$ cat src/rtl/serial_adder_ctrl_if.sv
// Operand/result handshake bundle for the bit-serial adder.
// The sub member exists only when SERIAL_SUB_EN is defined.
interface serial_adder_ctrl_if #(
  parameter int WIDTH = 8
);
  logic             start;
  logic [WIDTH-1:0] a;
  logic [WIDTH-1:0] b;
`ifdef SERIAL_SUB_EN
  logic             sub;
`endif
  logic             busy;
  logic             done;
  logic [WIDTH-1:0] sum;
  logic             carry_out;

`ifdef SERIAL_SUB_EN
  modport master (
    output start, a, b, sub,
    input  busy, done, sum, carry_out
  );
  modport slave (
    input  start, a, b, sub,
    output busy, done, sum, carry_out
  );
`else
  modport master (
    output start, a, b,
    input  busy, done, sum, carry_out
  );
  modport slave (
    input  start, a, b,
    output busy, done, sum, carry_out
  );
`endif
endinterface

$ cat src/rtl/serial_adder_ctrl.sv
// Bit-serial add/sub controller: one shared adder cell, LSB first.
// SERIAL_SUB_EN adds the sub request (A - B, carry_out = no-borrow).
module serial_adder_ctrl #(
  parameter int WIDTH = 8
) (
  input  logic clk,
  input  logic rst_n,
  serial_adder_ctrl_if.slave bus
);

  localparam int CW = $clog2(WIDTH);
  localparam logic [CW-1:0] LAST = CW'(WIDTH - 1);

  typedef enum logic [1:0] {
    S_IDLE,
    S_RUN,
    S_DONE
  } state_t;

  state_t           r_state;
  state_t           w_next;
  logic [WIDTH-1:0] r_a;
  logic [WIDTH-1:0] r_b;
  logic [WIDTH-1:0] r_sum;
  logic [CW-1:0]    r_cnt;
  logic             r_c;
  logic             r_cout;

  logic w_sub;
  logic w_accept;
  logic w_last;
  logic w_h1_s;
  logic w_h1_c;
  logic w_h2_s;
  logic w_h2_c;
  logic w_c_nxt;

`ifdef SERIAL_SUB_EN
  assign w_sub = bus.sub;
`else
  assign w_sub = 1'b0;
`endif

  assign w_accept = (r_state == S_IDLE) && bus.start;
  assign w_last   = (r_cnt == LAST);

  // Two cascaded half adders plus an OR form the shared full adder
  assign w_h1_s  = r_a[0] ^ r_b[0];
  assign w_h1_c  = r_a[0] & r_b[0];
  assign w_h2_s  = w_h1_s ^ r_c;
  assign w_h2_c  = w_h1_s & r_c;
  assign w_c_nxt = w_h1_c | w_h2_c;

  always_ff @(posedge clk or negedge rst_n) begin
    if (!rst_n) r_state <= S_IDLE;
    else        r_state <= w_next;
  end

  always_comb begin
    w_next = r_state;
    unique case (r_state)
      S_IDLE:  if (bus.start) w_next = S_RUN;
      S_RUN:   if (w_last) w_next = S_DONE;
      S_DONE:  w_next = S_IDLE;
      default: w_next = S_IDLE;
    endcase
  end

  // b is stored pre-inverted for subtraction so RUN never looks at sub
  always_ff @(posedge clk or negedge rst_n) begin
    if (!rst_n) begin
      r_a    <= '0;
      r_b    <= '0;
      r_sum  <= '0;
      r_cnt  <= '0;
      r_c    <= 1'b0;
      r_cout <= 1'b0;
    end else if (w_accept) begin
      r_a   <= bus.a;
      r_b   <= w_sub ? ~bus.b : bus.b;
      r_cnt <= '0;
      r_c   <= w_sub;
    end else if (r_state == S_RUN) begin
      r_a   <= r_a >> 1;
      r_b   <= r_b >> 1;
      r_cnt <= r_cnt + CW'(1);
      r_c   <= w_c_nxt;
      r_sum <= {w_h2_s, r_sum[WIDTH-1:1]};
      if (w_last) r_cout <= w_c_nxt;
    end
  end

  assign bus.busy      = (r_state != S_IDLE);
  assign bus.done      = (r_state == S_DONE);
  assign bus.sum       = r_sum;
  assign bus.carry_out = r_cout;

endmodule

$ cat src/flat_wrapper.sv
// flat-port wrapper written by rule: the top's interface ports become plain ports
module serial_adder_ctrl_flat 
#(
  parameter int WIDTH = 8
)
  (clk, rst_n, bus_start, bus_a, bus_b, bus_busy, bus_done, bus_sum, bus_carry_out);
  serial_adder_ctrl_if #(.WIDTH(WIDTH)) bus_i ();
  input  logic clk;
  input  logic rst_n;
  input wire logic [$bits(bus_i.start)-1:0] bus_start;
  input wire logic [$bits(bus_i.a)-1:0] bus_a;
  input wire logic [$bits(bus_i.b)-1:0] bus_b;
  output wire logic [$bits(bus_i.busy)-1:0] bus_busy;
  output wire logic [$bits(bus_i.done)-1:0] bus_done;
  output wire logic [$bits(bus_i.sum)-1:0] bus_sum;
  output wire logic [$bits(bus_i.carry_out)-1:0] bus_carry_out;
  assign bus_i.start = bus_start;
  assign bus_i.a = bus_a;
  assign bus_i.b = bus_b;
  assign bus_busy = bus_i.busy;
  assign bus_done = bus_i.done;
  assign bus_sum = bus_i.sum;
  assign bus_carry_out = bus_i.carry_out;
  serial_adder_ctrl #(.WIDTH(WIDTH)) u_core (.clk(clk), .rst_n(rst_n), .bus(bus_i));
endmodule
$ cat config.mk
export PLATFORM = sky130hd
export DESIGN_NAME = serial_adder_ctrl_flat
export DESIGN_NICKNAME = d
export VERILOG_FILES = /design/src/rtl/serial_adder_ctrl_if.sv /design/src/rtl/serial_adder_ctrl.sv /design/src/flat_wrapper.sv
export SDC_FILE = /design/constraint.sdc
export NUM_CORES = 1
export LEC_CHECK = 0
export BUFFER_PORTS_ARGS = -buffer_cell sky130_fd_sc_hd__buf_2
export CORE_MARGIN = 3
export CORE_UTILIZATION = 25
export DETAILED_ROUTE_END_ITERATION = 8
export RECOVER_POWER = 100
export SLEW_MARGIN = 20
export SYNTH_ARGS = -nofsm -noshare
export SYNTH_HDL_FRONTEND = slang
export SYNTH_SLANG_ARGS = --single-unit
$ cat constraint.sdc
create_clock -name clk -period 3.3 [get_ports clk]
set_input_delay 0.495 -clock clk [delete_from_list [all_inputs] [get_ports clk]]
set_output_delay 0.495 -clock clk [all_outputs]
set_load 0.02 [all_outputs]
==> results of run 1 <==
-- worst max-delay path: stages, from the launching register on --
cell,delay (ns)
dfrtp_1,0.43
inv_1,0.25
nor2_1,0.17
clkbuf_1,0.25
-- routing by layer --
metal	GRT usage	share of wire	up-vias
li1	-	-	524
met1	0.144	0.50	503
met2	0.151	0.42	33
met3	0.0385	0.068	5
met4	0.0412	0.013	0
met5	0	0	-
-- path summary, 6_finish.rpt --
| path | startpoint | to | slack, ns |
|---|---|---|---|
| min in group asynchronous | rst_n | u_core.r_b[3] | 0.64 |
| setup / recovery | u_core.r_state[1] | bus_done | 1.42 |
| hold reg to reg | u_core.bus.sum[0] | u_core.bus.sum[0] | 0.48 |
| setup reg to reg | u_core.r_state[0] | u_core.bus.carry_out | 1.47 |
| max in group asynchronous | rst_n | u_core.bus.sum[2] | 1.68 |
| hold / removal | bus_b[7] | u_core.r_b[7] | 0.47 |
-- Yosys cell counts (all sizes together) --
library cell and count:
a22o 3, inv 3, and2 1, a21oi 11, nand2 27, mux2 1, dfrtp 31, buf 4
fa 1, o221a 1, ha 2, or2 1, or2b 1, o21bai 1, nand2b 2, nor2 3
o21ai 3, clkbuf 4, or3b 1, nor2b 1, o22ai 23, o31ai 1, a2bb2oi 3
-- final cells by class --
type / count / share of cell area
Sequential cell: 31 / 0.475
Multi-Input combinational cell: 87 / 0.312
Timing Repair Buffer: 29 / 0.0805
Tap cell: 70 / 0.0536
Clock buffer: 6 / 0.0506
Clock inverter: 2 / 0.0215
Inverter: 3 / 0.00690
-- flip-flops by register name (all words and copies together) (netlist names) --
register,flops
u_core.bus.carry_out,1
u_core.bus.sum,8
u_core.r_a,8
u_core.r_b,8
u_core.r_c,1
u_core.r_cnt,3
u_core.r_state,2
-- cells by family (layout without fill, tap and decap cells) --
family	count (synthesis)	count (layout)	share of synthesized area
multiplexers	1	1	0.00840
AO/OA/AOI/OAI	46	46	0.218
adder cells (fa/ha/maj)	3	3	0.0336
buffers and inverters	11	40	0.0392
AND/OR/NAND/NOR	37	37	0.121
flip-flops	31	31	0.579
-- per-stage QoR --
step | total power [W] | std cells | util
4_1_cts | 0.00171 | 228 | 0.321
5_1_grt | 0.00180 | 228 | 0.318
6_report | 0.00167 | 228 | 0.318
3_3_place_gp | 0.00130 | 220 | 0.298
3_5_place_dp | 0.00131 | 220 | 0.298
2_1_floorplan | 0.00114 | 129 | -
-- power groups by stage --
stage          Clock (W)  Sequential (W)  Combinational, W
6_report        0.000384        0.000693          0.000590
5_1_grt         0.000413        0.000717          0.000672
4_1_cts         0.000394        0.000692          0.000622
3_3_place_gp           0        0.000692          0.000608
2_1_floorplan          0        0.000727          0.000414
3_5_place_dp           0        0.000696          0.000617
==> flow_summary.json, run 1 <==
{
  "crit_fanout": 14,
  "relSlewSlack": -0.122,
  "clk_pin_slew_ns": 0.07,
  "p_switching_w": 0.000623,
  "syn_inst": 129,
  "vias": 1065,
  "power_density_nw_per_um2": 1020,
  "reg2regPathDepth": 3,
  "final_nets": 179,
  "multi_input_area_um2": 509,
  "place_ws_ns": 1.45,
  "overflow": 0,
  "syn_to_final_growth_pct": 21.8,
  "pwr-share-seq": 0.416,
  "ant_nets": 0,
  "cts_root_buf": "clkbuf_8",
  "holdWs_ns": 0.471,
  "grt_max_degree": 32,
  "synth_top_area_cell": "dfrtp_1",
  "mostFrequentLayoutCell": "dfrtp_1",
  "yosys_warnings": 0,
  "hp-class": "in -> reg",
  "violations": "max-capacitance violations, max-slew violations",
  "wirelength_mm": 3.03,
  "h-tree-depth": 2,
  "max_freq_ghz": 0.532,
  "synth_cell_types": 24,
  "swShare": 0.374,
  "period_share": 0.569,
  "cp.arrival_ns": 1.38,
  "grt_pass1_vias": 1065,
  "grt_pass1_wl_mm": 5.06,
  "clk_path_buf_depth": 2,
  "gp_congestion": 0.778,
  "drt-pass1-iter-count": 4,
  "fillers": 562,
  "grt_use_total": 0.105,
  "p_leak_nw": 0.739,
  "cts_tree": "yes",
  "drc": 0,
  "clockPowerShare": 0.230,
  "post_cts_buffers": 0,
  "final_hold_viol_count": 0,
  "ir_worst_vdd_uv": 470,
  "tns_ns": 0,
  "cts_resized": 0,
  "syn_nets": 151,
  "yosysTopAreaCellShare": 0.579,
  "cap_violations": 1,
  "synth_seq_cells": 31,
  "critPathCaptureType": "primary output",
  "vias_per_cell": 4.67,
  "combPwrFrac": 0.354,
  "wire_per_inst_um": 13.3,
  "internal-power_w": 0.00104,
  "io_pins": 30,
  "final_cell_mix": "31 x dfrtp_1, 27 x nand2_1, 23 x o22ai_1",
  "place_area_um2": 1530,
  "holdPathStages": 3,
  "syn_area_per_cell_um2": 10.4,
  "regArea_um2": 776,
  "drt_iter0_drc": 43,
  "netlist_area_um2": 1340,
  "fin_area_um2": 1630,
  "drive_gt1_frac": 0.177,
  "portBuffers": 29,
  "rows": 26,
  "die_x_um": 79.2,
  "die_height_um": 79.2,
  "setup_violations": 0,
  "cts_sinks": 31,
  "drv_slew": 32,
  "clk_latency_ns": 0.28,
  "worstMarginPinSlew_ns": 1.68,
  "period_needed_ns": 1.88,
  "required_ns": 2.80,
  "cp-start-kind": "flip-flop",
  "grt_antenna_before_repair": 0,
  "initial_core_util": 0.261,
  "status": "complete, but fails checks",
  "dp_hpwl_mm": 2.02,
  "numCtsBuffers": 5,
  "die_area_um2": 6270,
  "clock_skew_ns": 0.00746,
  "n_antenna_cell": 0,
  "worstSetupPathType": "reg -> out",
  "cts_hold_buf": 0,
  "setup_slack_ns": 1.42,
  "fp.coreArea_um2": 5140,
  "synth.area.top_cells": "dfrtp_1 58%, o22ai_1 11%, nand2_1 7.6%, a21oi_1 4.1%, a22o_1 2.0%",
  "ys_seq_area_frac": 0.579,
  "rsz0062_at_grt": "no"
}
Note: power is estimated with default switching activity, not from simulation.
==> run 2: changes to the inputs <==
- clock period: 3.3 -> 2 ns (I/O delays scaled with it)
==> run 2 against run 1 <==
Net effect: the run still ends with max-capacitance violations, max-slew violations left; clock skew shrank 0.0041 ns; critical path depth shrank 1; hold slack lost 0.19 ns; combinational power grew 71%; via count shrank 1.2%; final area shrank 0.46%; core utilization shrank 0.15 points; first-iteration DRC count grew 72%; largest cell class unchanged; highest routed layer unchanged.
==> flow_summary.json, run 2 (synthesized netlist as in run 1, its figures left out) <==
{
  "period_share": 0.769,
  "clk_latency_ns": 0.28,
  "reg2regPathDepth": 4,
  "fillers": 573,
  "required_ns": 1.70,
  "cp-start-kind": "flip-flop",
  "cap_violations": 1,
  "vias": 1052,
  "final_nets": 183,
  "cp.arrival_ns": 1.24,
  "io_pins": 30,
  "syn_to_final_growth_pct": 21.3,
  "cts_sinks": 31,
  "grt_pass1_wl_mm": 5.18,
  "power_density_nw_per_um2": 1620,
  "crit_fanout": 10,
  "violations": "max-capacitance violations, max-slew violations",
  "period_needed_ns": 1.54,
  "post_cts_buffers": 0,
  "clk_path_buf_depth": 2,
  "cts_resized": 0,
  "cts_root_buf": "clkbuf_8",
  "worstSetupPathType": "reg -> out",
  "use_met2": 0.158,
  "p_leak_nw": 0.736,
  "grt_use_met1": 0.143,
  "numCtsBuffers": 5,
  "worstMarginPinSlew_ns": 1.63,
  "fp.coreArea_um2": 5140,
  "wire_per_inst_um": 13.0,
  "grt.busiest_layer": "met2",
  "mostFrequentLayoutCell": "dfrtp_1",
  "n_antenna_cell": 0,
  "drc": 0,
  "hp-class": "in -> reg",
  "vias_per_cell": 4.55,
  "ant_nets": 0,
  "setup_violations": 0,
  "ir_worst_vdd_uv": 531,
  "holdPathStages": 3,
  "initial_core_util": 0.261,
  "overflow": 0,
  "rsz0062_at_grt": "no",
  "gp_congestion": 0.759,
  "portBuffers": 29,
  "die_area_um2": 6270,
  "place_ws_ns": 0.638,
  "clk_pin_slew_ns": 0.06,
  "final_cell_mix": "31 x dfrtp_1, 27 x nand2_1, 23 x o22ai_1",
  "status": "complete, but fails checks",
  "grt_util_met3": 0.0351,
  "max_freq_ghz": 0.650,
  "grt_antenna_before_repair": 0,
  "grt_use_total": 0.106,
  "final_hold_viol_count": 0,
  "rows": 26,
  "die_height_um": 79.2,
  "drv_slew": 32,
  "setup_slack_ns": 0.462,
  "drive_gt1_frac": 0.186,
  "clock_skew_ns": 0.00337,
  "drt-pass1-iter-count": 4,
  "tns_ns": 0,
  "drt_iter0_drc": 74,
  "cts_hold_buf": 0,
  "grt_max_degree": 32,
  "h-tree-depth": 2,
  "relSlewSlack": -0.0865,
  "regArea_um2": 776,
  "cts_tree": "yes",
  "die_x_um": 79.2,
  "holdWs_ns": 0.284,
  "wirelength_mm": 3.01,
  "dp_hpwl_mm": 2.11,
  "critPathCaptureType": "primary output",
  "grt_pass1_vias": 1110,
  "multi_input_area_um2": 509
}
## run 2: cell count changes in the layout (fill, tap and decap cells not counted)
cell | before | now
or2_2 | 0 | 1
or2_0 | 1 | 0
clkbuf_1 | 11 | 13
buf_4 | 0 | 2
bufinv_16 | 1 | 0
## run 2: worst paths after layout
check	startpoint	end	slack (ns)
worst max register to register	u_core.r_state[0]	u_core.r_a[0]	0.50
min in group asynchronous	rst_n	u_core.r_b[3]	0.43
worst min register to register	u_core.bus.sum[0]	u_core.bus.sum[0]	0.48
worst max-delay path	u_core.r_state[0]	bus_busy	0.46
worst min-delay path	bus_b[7]	u_core.r_b[7]	0.28
max in group asynchronous	rst_n	u_core.bus.sum[0]	0.62
## run 2: area by class of cell
class,instances,share of cell area
Tap cell,70,0.0539
Clock buffer,6,0.0508
Sequential cell,31,0.477
Inverter,3,0.00693
Timing Repair Buffer,33,0.0947
Multi-Input combinational cell,87,0.313
Clock inverter,1,0.00308
## run 2: worst max-delay path, cell delays in order (launching register included)
cell,delay (ns)
dfrtp_1,0.46
or2_2,0.33
buf_2,0.17
## run 2: routing by layer
metal  share of wire  wire length (µm)
met4          0.0080                24
met2            0.43              1290
met1            0.51              1530
met3           0.057               173
met5               0                 0
## run 2: metrics by stage
step | util | total power, W | area [µm²] | instances
after global placement | 0.304 | 0.00219 | 1560 | 224
after CTS | 0.321 | 0.00271 | 1650 | 231
after global routing | 0.316 | 0.00288 | 1630 | 231
after detailed placement | 0.304 | 0.00221 | 1560 | 224
final | 0.316 | 0.00263 | 1630 | 231
after floorplan | - | 0.00188 | 1340 | 129
## run 2: report_power, final
group          internal (W)  leakage, nW  switching [W]
Sequential         0.000923        0.374       0.000217
Clock              0.000269       0.0470       0.000218
Combinational      0.000424        0.315       0.000584
==> run 3: changes to the inputs <==
- clock period: 2 -> 1.52 ns (I/O delays scaled with it)
==> run 3 against run 2 <==
Net effect: critical endpoint unchanged; sequential cell count did not move; count of clock-buffer cells in the layout fell by 1; first-iteration DRC count fell by 22%; non-clock buffer count rose by 3; register-to-register slack got worse by 0.34 ns; sequential share of layout area fell by 1.0 points; the flow now finishes without violations; combinational power rose by 37%; hold slack got worse by 0.094 ns; sequential power rose by 32%; clock skew rose by 0.0041 ns; global-route usage fell by 0.34 points; cell count rose by 1.7%.
==> flow_summary.json, run 3 (synthesized netlist as in run 1, its figures left out) <==
{
  "regArea_um2": 776,
  "h-tree-depth": 2,
  "worst_path_dominant_cell_family": "flip-flops",
  "required_ns": 1.29,
  "wirelength_mm": 3.03,
  "ir_worst_vdd_uv": 851,
  "crit_chain": "or2_4 -> clkbuf_2",
  "die_height_um": 79.2,
  "period_share": 0.940,
  "post_cts_buffers": 0,
  "clock_skew_ns": 0.00749,
  "io_pins": 30,
  "cap_violations": 0,
  "grt_pass1_wl_mm": 5.09,
  "crit_fanout": 10,
  "status": "finished clean",
  "cts_resized": 0,
  "cts_root_buf": "clkbuf_8",
  "total_power_w": 0.00352,
  "fp.coreArea_um2": 5140,
  "cts_sinks": 31,
  "max_freq_ghz": 0.700,
  "ant_nets": 0,
  "mostFrequentLayoutCell": "dfrtp_1",
  "vias": 1066,
  "post-route-util": 0.323,
  "grt_antenna_before_repair": 0,
  "final_cell_mix": "31 x dfrtp_1, 27 x nand2_1, 23 x o22ai_1",
  "drt_iter0_drc": 58,
  "gp_congestion": 0.729,
  "grt_pass1_vias": 1053,
  "setup_slack_ns": 0.0909,
  "power_density_nw_per_um2": 2120,
  "overflow": 0,
  "rows": 26,
  "drive_gt1_frac": 0.218,
  "initial_core_util": 0.261,
  "die_area_um2": 6270,
  "final_nets": 186,
  "cpMaxStageDelayCell": "dfrtp_1",
  "place_area_um2": 1580,
  "place_ws_ns": 0.190,
  "clk_path_buf_depth": 2,
  "cts_tree": "yes",
  "relSlewSlack": 0.490,
  "cpPeakStageDelay_ns": 0.48,
  "hp-class": "in -> reg",
  "vias_per_cell": 4.54,
  "multi_input_area_um2": 512,
  "worstSetupPathType": "reg -> out",
  "grt_max_degree": 32,
  "cp-start-kind": "flip-flop",
  "portBuffers": 29,
  "die_x_um": 79.2,
  "drv_slew": 0,
  "clk_pin_slew_ns": 0.07,
  "numCtsBuffers": 5,
  "n_antenna_cell": 0,
  "syn_to_final_growth_pct": 23.9,
  "p_leak_nw": 0.756,
  "drt-pass1-iter-count": 4,
  "critPathCaptureType": "primary output",
  "worstMarginPinSlew_ns": 0.765,
  "wire_per_inst_um": 12.9,
  "setup_violations": 0,
  "tns_ns": 0,
  "cp.arrival_ns": 1.20,
  "worst-path-buf-inv": 1,
  "rsz0062_at_grt": "no",
  "drc": 0,
  "grt_use_total": 0.103,
  "fillers": 555,
  "final_hold_viol_count": 0,
  "clk_latency_ns": 0.28,
  "fin_area_um2": 1660,
  "dp_hpwl_mm": 2.09,
  "period_needed_ns": 1.43
}
==> run 3: area by class of cell <==
class                           count  area share
Clock inverter                      3      0.0121
Clock buffer                        5      0.0414
Multi-Input combinational cell     87       0.308
Tap cell                           70      0.0528
Inverter                            3     0.00678
Timing Repair Buffer               36       0.112
Sequential cell                    31       0.467
==> run 3: final timing paths <==
kind	from	to	cells past startpoint	slack (ns)
max in group asynchronous	rst_n	u_core.bus.sum[6]	3	0.40
max	u_core.r_state[0]	bus_busy	2	0.09
min	bus_a[7]	u_core.r_a[7]	3	0.19
min in group asynchronous	rst_n	u_core.r_b[3]	3	0.63
max reg2reg	u_core.r_state[0]	u_core.r_b[4]	3	0.16
min reg2reg	u_core.bus.sum[0]	u_core.bus.sum[0]	2	0.48
==> run 3: power by group <==
group / internal (W) / switching (W) / leakage (nW)
Combinational: 0.000601 / 0.000779 / 0.341
Clock: 0.000318 / 0.000316 / 0.0402
Sequential: 0.00121 / 0.000290 / 0.374
==> run 3: worst min-delay path: cells and delay by family <==
family                 cells  cell delay, ns
AO/OA/AOI/OAI              1            0.06
buffers and inverters      2            0.14
==> run 3: what timing repair did <==
action / 4_1_cts / 5_1_grt
hold endpoints to repair: 31 / 0
hold buffers: 1 / 0
endpoints found under the setup margin: 0 / 0
==> run 3: per-layer routing <==
| layer | global-route usage | up-vias | part of all wire |
|---|---|---|---|
| met5 | 0 | - | 0 |
| met4 | 0.0258 | 0 | 0.0063 |
| met3 | 0.0431 | 3 | 0.065 |
| met2 | 0.152 | 28 | 0.43 |
| met1 | 0.140 | 502 | 0.50 |
| li1 | - | 533 | - |
==> run 3: metrics by stage <==
stage	hold slack [ns]	std cells
floorplan	-0.0676	129
global placement	0.271	226
detailed placement	0.273	226
CTS	0.183	235
global route	0.189	235
finish	0.190	235
